## src/rtl/pwm_capture.sv

```systemverilog
// PWM measurement front end: synchronizes an external PWM waveform and publishes
// high time, period and a 3-bit level per complete period, with a stuck-input detector.
module pwm_capture #(
    parameter int CBITS = 10
) (
    input  logic             clk,
    input  logic             rst,
    input  logic             pwm_in,
    output logic [CBITS:0]   duty,
    output logic [CBITS:0]   period,
    output logic             valid,
    output logic [2:0]       level,
    output logic             stuck,
    output logic             stuck_lvl
);

    localparam int W = CBITS + 1;
    localparam logic [CBITS:0] LIMIT = '1;

    typedef enum logic {IDLE, MEASURE} state_t;

    function automatic logic [2:0] level_sat(input logic [CBITS:0] d);
        logic [CBITS:0] sh;
        sh = d >> (CBITS - 4);
        return (sh > W'(7)) ? 3'd7 : sh[2:0];
    endfunction

    state_t         state_q, state_d;
    logic           s1_q, s1_d, s_q, s_d, s_prev_q, s_prev_d, rise_q, rise_d;
    logic [CBITS:0] per_cnt_q, per_cnt_d, hi_cnt_q, hi_cnt_d, to_cnt_q, to_cnt_d;
    logic [CBITS:0] duty_q, duty_d, period_q, period_d;
    logic           valid_q, valid_d, stuck_q, stuck_d, stuck_lvl_q, stuck_lvl_d;
    logic [2:0]     level_q, level_d;

    // s_prev_q is aligned with rise_q: both go high in the same cycle for a rising edge
    always_comb begin
        s1_d        = pwm_in;
        s_d         = s1_q;
        s_prev_d    = s_q;
        rise_d      = s_q & ~s_prev_q;
        state_d     = state_q;
        per_cnt_d   = per_cnt_q;
        hi_cnt_d    = hi_cnt_q;
        to_cnt_d    = to_cnt_q;
        duty_d      = duty_q;
        period_d    = period_q;
        valid_d     = 1'b0;
        level_d     = level_q;
        stuck_d     = stuck_q;
        stuck_lvl_d = stuck_lvl_q;
        case (state_q)
            IDLE: begin
                if (rise_q) begin
                    state_d   = MEASURE;
                    per_cnt_d = W'(1);
                    hi_cnt_d  = W'(1);
                    to_cnt_d  = '0;
                    stuck_d   = 1'b0;
                end else if (!stuck_q) begin
                    if (to_cnt_q == LIMIT) begin
                        stuck_d     = 1'b1;
                        stuck_lvl_d = s_prev_q;
                        level_d     = s_prev_q ? 3'd7 : 3'd0;
                    end else begin
                        to_cnt_d = to_cnt_q + W'(1);
                    end
                end
            end
            MEASURE: begin
                if (rise_q) begin
                    duty_d    = hi_cnt_q;
                    period_d  = per_cnt_q;
                    valid_d   = 1'b1;
                    level_d   = level_sat(hi_cnt_q);
                    per_cnt_d = W'(1);
                    hi_cnt_d  = W'(1);
                end else if (per_cnt_q == LIMIT) begin
                    state_d     = IDLE;
                    stuck_d     = 1'b1;
                    stuck_lvl_d = s_prev_q;
                    level_d     = s_prev_q ? 3'd7 : 3'd0;
                end else begin
                    per_cnt_d = per_cnt_q + W'(1);
                    hi_cnt_d  = hi_cnt_q + W'(s_prev_q);
                end
            end
            default: state_d = IDLE;
        endcase
    end

    always_ff @(posedge clk) begin
        if (rst) begin
            state_q     <= IDLE;
            s1_q        <= 1'b0;
            s_q         <= 1'b0;
            s_prev_q    <= 1'b0;
            rise_q      <= 1'b0;
            per_cnt_q   <= '0;
            hi_cnt_q    <= '0;
            to_cnt_q    <= '0;
            duty_q      <= '0;
            period_q    <= '0;
            valid_q     <= 1'b0;
            level_q     <= 3'd0;
            stuck_q     <= 1'b0;
            stuck_lvl_q <= 1'b0;
        end else begin
            state_q     <= state_d;
            s1_q        <= s1_d;
            s_q         <= s_d;
            s_prev_q    <= s_prev_d;
            rise_q      <= rise_d;
            per_cnt_q   <= per_cnt_d;
            hi_cnt_q    <= hi_cnt_d;
            to_cnt_q    <= to_cnt_d;
            duty_q      <= duty_d;
            period_q    <= period_d;
            valid_q     <= valid_d;
            level_q     <= level_d;
            stuck_q     <= stuck_d;
            stuck_lvl_q <= stuck_lvl_d;
        end
    end

    assign duty      = duty_q;
    assign period    = period_q;
    assign valid     = valid_q;
    assign level     = level_q;
    assign stuck     = stuck_q;
    assign stuck_lvl = stuck_lvl_q;

endmodule
```

## config.mk

```make
export PLATFORM = sky130hd
export DESIGN_NAME = pwm_capture
export DESIGN_NICKNAME = d
export VERILOG_FILES = /design/src/rtl/pwm_capture.sv
export SDC_FILE = /design/constraint.sdc
export NUM_CORES = 1
export LEC_CHECK = 0
export CORE_MARGIN = 3
export CORE_UTILIZATION = 45
export DETAILED_ROUTE_END_ITERATION = 10
export PLACE_DENSITY = 0.69
export SLEW_MARGIN = 15
export SYNTH_ARGS = -nofsm -noshare
export SYNTH_HDL_FRONTEND = slang
export SYNTH_SLANG_ARGS = --single-unit
```

## constraint.sdc

```tcl
create_clock -name clk -period 2.6 [get_ports clk]
set_clock_uncertainty 0.15 [all_clocks]
set_input_delay 0.52 -clock clk [delete_from_list [all_inputs] [get_ports clk]]
set_output_delay 0.52 -clock clk [all_outputs]
set_load 0.1 [all_outputs]
```

After elaboration in Yosys (flattened, before gate mapping). Cells that the tools add are included.

Flip-flop bits (word level): 66. Input bits: 3. Output and inout bits: 28. Logic and storage cells: 74.

$add $sub $neg: 3. Order comparisons: 1. Equal/unequal tests: 12. Muxes and demuxes: 34. Bitwise operators: 3. Reductions and logical operators: 7.

Operators by type and width (number): 2-to-1 mux 11 bit (8); one-hot mux 11 bit (2 select lines) (2); adder 11 x 1 -> 11 bit, second input constant (2); == test 11 bit, second input constant (2); 2-to-1 mux 3 bit (7); inequality test 2 bit, second input constant (7); 2-to-1 mux 1 bit (13); adder 11 x 1 -> 11 bit (1); one-hot mux 1 bit (2 select lines) (3); one-hot mux 3 bit (2 select lines) (1); AND reduction 2 bit (3); greater-than comparator 5 x 3 -> 1 bit, second input constant (1); AND reduction 5 bit (1); AND reduction 4 bit (1); inequality test 3 x 1 -> 1 bit, second input constant (1); inequality test 3 bit, second input constant (1); AND reduction 3 bit (1); inequality test 2 x 1 -> 1 bit, second input constant (1); inverter 1 bit (2); OR reduction 2 bit (1); AND 1 bit (1).

Depth between registers and ports, before layout.
Depth after elaboration: 5. Mapped depth: 6. Depth with buffers taken out: 5.

Least setup slack after synthesis. OpenSTA, ideal clock, no wires.

Path type: reg2reg. Start point: reg stuck_q, in the netlist stuck. End point: reg level_q[0], in the netlist level[0]. Library setup time: 72 ps. Arrival: 1746 ps. Required time: 2378 ps. Setup slack: 632 ps. Cell stages (with the launch flop): 5. Buffers on the path: 0. Period minus slack after synthesis: 1968 ps. Cell sequence: dfxtp_1 -> nor2_1 -> nor4b_1 -> o22ai_1 -> mux2i_1.

Longest elaborated chain between the ends: 2.

Ends and longest elaborated chain: start: declaration (line 32) `logic valid_q, valid_d, stuck_q, stuck_d, stuck_lvl_q, stuck_lvl_d;`; start signal: assignment (line 120) `stuck_q <= stuck_d;`; inequality test 2 bit (no source line); AND reduction 4 bit (no source line); end signal: assignment (line 119) `level_q <= level_d;`; end: declaration (line 33) `logic [2:0] level_q, level_d;`.

Every way passes these cells. A chain may end at the register's enable or synchronous reset.

Worst setup path after layout.
Start point: reg per_cnt_q[0]. End point: reg hi_cnt_q[5].

Longest elaborated chain between the ends: 3.

Ends and longest elaborated chain: start: declaration (line 30) `logic [CBITS:0] per_cnt_q, per_cnt_d, hi_cnt_q, hi_cnt_d, to_cnt_q, to_cnt_d;`; start signal: assignment (line 113) `per_cnt_q <= per_cnt_d;`; == test 11 bit (line 77) `end else if (per_cnt_q == LIMIT) begin`; inequality test 3 bit (no source line); AND reduction 2 bit (no source line); end signal: assignment (line 114) `hi_cnt_q <= hi_cnt_d;`; end: declaration (line 30).

Every way passes these cells.

==> results.toml <==
[flow_run]
drv_cap = 0

[timing]
maxSlewViolCount = 0
maxSlewHeadroom_pct = 59.3
post-route-period-util_pct = 79.9
fmax_mhz = 481
final.setup.tns_ns = 0
hold_viol = 0
rsz0062_at_grt = "no"
finalSetupViolations = 0
fin_crit_ns = 2.08
worstMarginPinSlew_ns = 0.594

[grt]
grt-ovfl-total = 0
grt_pass1_vias = 2345
grt.total_usage_pct = 18.8
antenna_found_initial = 0
grt_pass1_wl_um = 11000
grt_max_degree = 48

[cells_and_area]
final_cell_mix = "71 x nand2_1, 66 x dfxtp_1, 48 x a21oi_1"
diodes = 0
drive_gt1_share_pct = 15.4
multiInputGateArea_um2 = 1460
fillers = 580
nets = 379
syn2layout_area_growth_pct = 18.1
final_common_cell = "nand2_1"
register_area_um2 = 1320
final_cell_count_no_fill = 452

[floorplan]
fp.dieH_um = 86.2
initial_utilization_pct = 47.8
rows = 28
die_width_um = 86.2
die_area_um2 = 7440
boundaryPins = 31
coreArea_um2 = 6060

[critical_path]
cp-end-kind = "register"
timing.reg2reg.setup_slack_ns = 0.52
cp.required_ns = 2.69
crit_path_start_kind = "register"
critPathArrivalTime_ns = 2.17
critPathMaxFanout = 16
timing_worst_setup_path_type = "reg -> reg"
rr_endpoint = "hi_cnt_q[5]$_SDFFE_PP0P_"
ff2ff_path_depth = 5
r2r-start = "per_cnt_q[0]$_SDFFE_PP0P_"

[outcome]
status = "finished, final reports clean"

[power]
leakagePower_nw = 1.18
peakVddDrop_mv = 0.423
power_density_nw_per_um2 = 602

[place]
dp_hpwl_um = 4260
place_inst = 436
gp_congestion = 0.816
port-buffer-count = 30

[routing]
vias = 2476
drtPass1Iterations = 4
postRouteWirelength_um = 6240
drc_errors = 0
drt-initial-drc-count = 118
ant_nets = 0
via_per_inst = 5.48
wire_per_inst_um = 13.8

[logic_synthesis]
syn-num-nets = 349
avgSynthCellArea_um2 = 8.47
synthCells = 342
synth-warning-count = 0
synth_top_cell_area_share_pct = 45.6
synth_area_um2 = 2900
synth_ff_type = "dfxtp_1"
synth_edf_count = 0
synth_top_cell_by_area = "dfxtp_1"
yosysSeqAreaShare_pct = 45.6
ys_top_cells_by_area = "dfxtp_1 46%, nand2_1 9.2%, a21oi_1 8.3%, or3_1 3.9%, mux2i_1 3.8%"
yosysUniqueCellTypes = 43
ys_ff_latch = 66
async_flop_share_pct = 0

[hold_path]
hp-start = "duty[2]$_SDFFE_PP0P_"
min_path_cells = 2
hold_class = "reg -> reg"
holdPathEnd = "duty[2]$_SDFFE_PP0P_"

[clocking]
ctsLongestPathBuffers = 2
clkLatencyLatePin_ns = 0.35
cts_root_buf = "clkbuf_8"
cts_buffers = 9
ctsHoldBuffers = 0
cts_resized = 0
post_cts_buffers = 0
cts_tree = "done"
clk_pin_slew_ns = 0.08
cts_max_level = 3
cts.sinks = 66
[critical path, stage by stage (launching register included)]
cell and delay (ns):
dfxtp_1 0.41, ha_1 0.28, nand4_2 0.23, o311ai_4 0.59, nor4_1 0.12, o21a_1 0.18
[routing by layer]
metal  track usage [%]  share of wire, %  routed length [um]
met1              24.8                50                3090
met5                 0                 0                   0
met4              7.65               1.8                 114
met2              29.2                44                2750
met3              5.13               4.5                 278
[registers in the layout, summed over array words and instances (netlist names)]
signal / flops
per_cnt_q: 11
s1_q: 1
period: 11
valid: 1
stuck_lvl: 1
duty: 11
stuck: 1
level: 3
hi_cnt_q: 11
state_q: 1
s_prev_q: 1
s_prev_d: 1
to_cnt_q: 11
rise_q: 1
[how the worst max path moves through the flow]
stage	from	end	slack, ns
global placement	rst	per_cnt_q[3]$_SDFFE_PP0P_	0.56
CTS	per_cnt_q[0]$_SDFFE_PP0P_	hi_cnt_q[5]$_SDFFE_PP0P_	0.52
detailed placement	per_cnt_q[0]$_SDFFE_PP0P_	hi_cnt_q[5]$_SDFFE_PP0P_	0.54
finish	per_cnt_q[0]$_SDFFE_PP0P_	hi_cnt_q[5]$_SDFFE_PP0P_	0.52
floorplan	stuck$_SDFFE_PP0P_	level[0]$_SDFFE_PP0P_	0.63
global route	per_cnt_q[0]$_SDFFE_PP0P_	hi_cnt_q[6]$_SDFFE_PP0P_	0.32
[where the power goes]
group          switching, mW  internal [mW]  total, mW
Combinational         0.0526         0.0331     0.0856
Sequential            0.0144           1.02       1.04
Clock                  0.401          0.537      0.938
Total                  0.468           1.59       2.06
[through the flow]
stage | setup slack [ns] | total power [mW] | instance area (um^2) | util [%] | hold slack, ns
finish | 0.522 | 2.06 | 3420 | 56.5 | 0.306
global route | 0.322 | 2.14 | 3420 | 56.5 | 0.322
CTS | 0.517 | 2.08 | 3420 | 56.5 | 0.306
detailed placement | 0.539 | 1.15 | 3200 | 52.9 | 0.273
global placement | 0.559 | 1.14 | 3200 | 52.9 | 0.272
floorplan | 0.632 | 1.12 | 2900 | - | 0.264
[Yosys cell counts, types with 3 or more instances]
library cell  count
a211oi_1          5
nor3_1            3
ha_1              4
nand2b_1          5
nand2_1          71
o21ai_0          10
nor2_1           10
inv_1            10
nand4_1           4
clkbuf_1          9
or4_1             6
nor2b_1           5
mux2i_1          11
buf_2             4
or3_1            18
dfxtp_1          66
a21oi_1          48
o31ai_1           8
nand3_1          11
[cells by family after synthesis]
family                   share of synthesized area (%)
AO/OA/AOI/OAI                                     20.0
adder cells (fa/ha/maj)                           1.73
buffers and inverters                             4.19
XOR/XNOR                                         0.302
flip-flops                                        45.6
AND/OR/NAND/NOR                                   24.4
multiplexers                                      3.80
[cell type report]
| cell class | instances | share of cell area (%) |
|---|---|---|
| Clock inverter | 7 | 2.74 |
| Tap cell | 75 | 2.74 |
| Multi-Input combinational cell | 249 | 42.5 |
| Timing Repair Buffer | 35 | 8.56 |
| Clock buffer | 9 | 3.62 |
| Sequential cell | 66 | 38.6 |
| Inverter | 11 | 1.21 |
No activity file was read; power rests on OpenSTA's default activity.
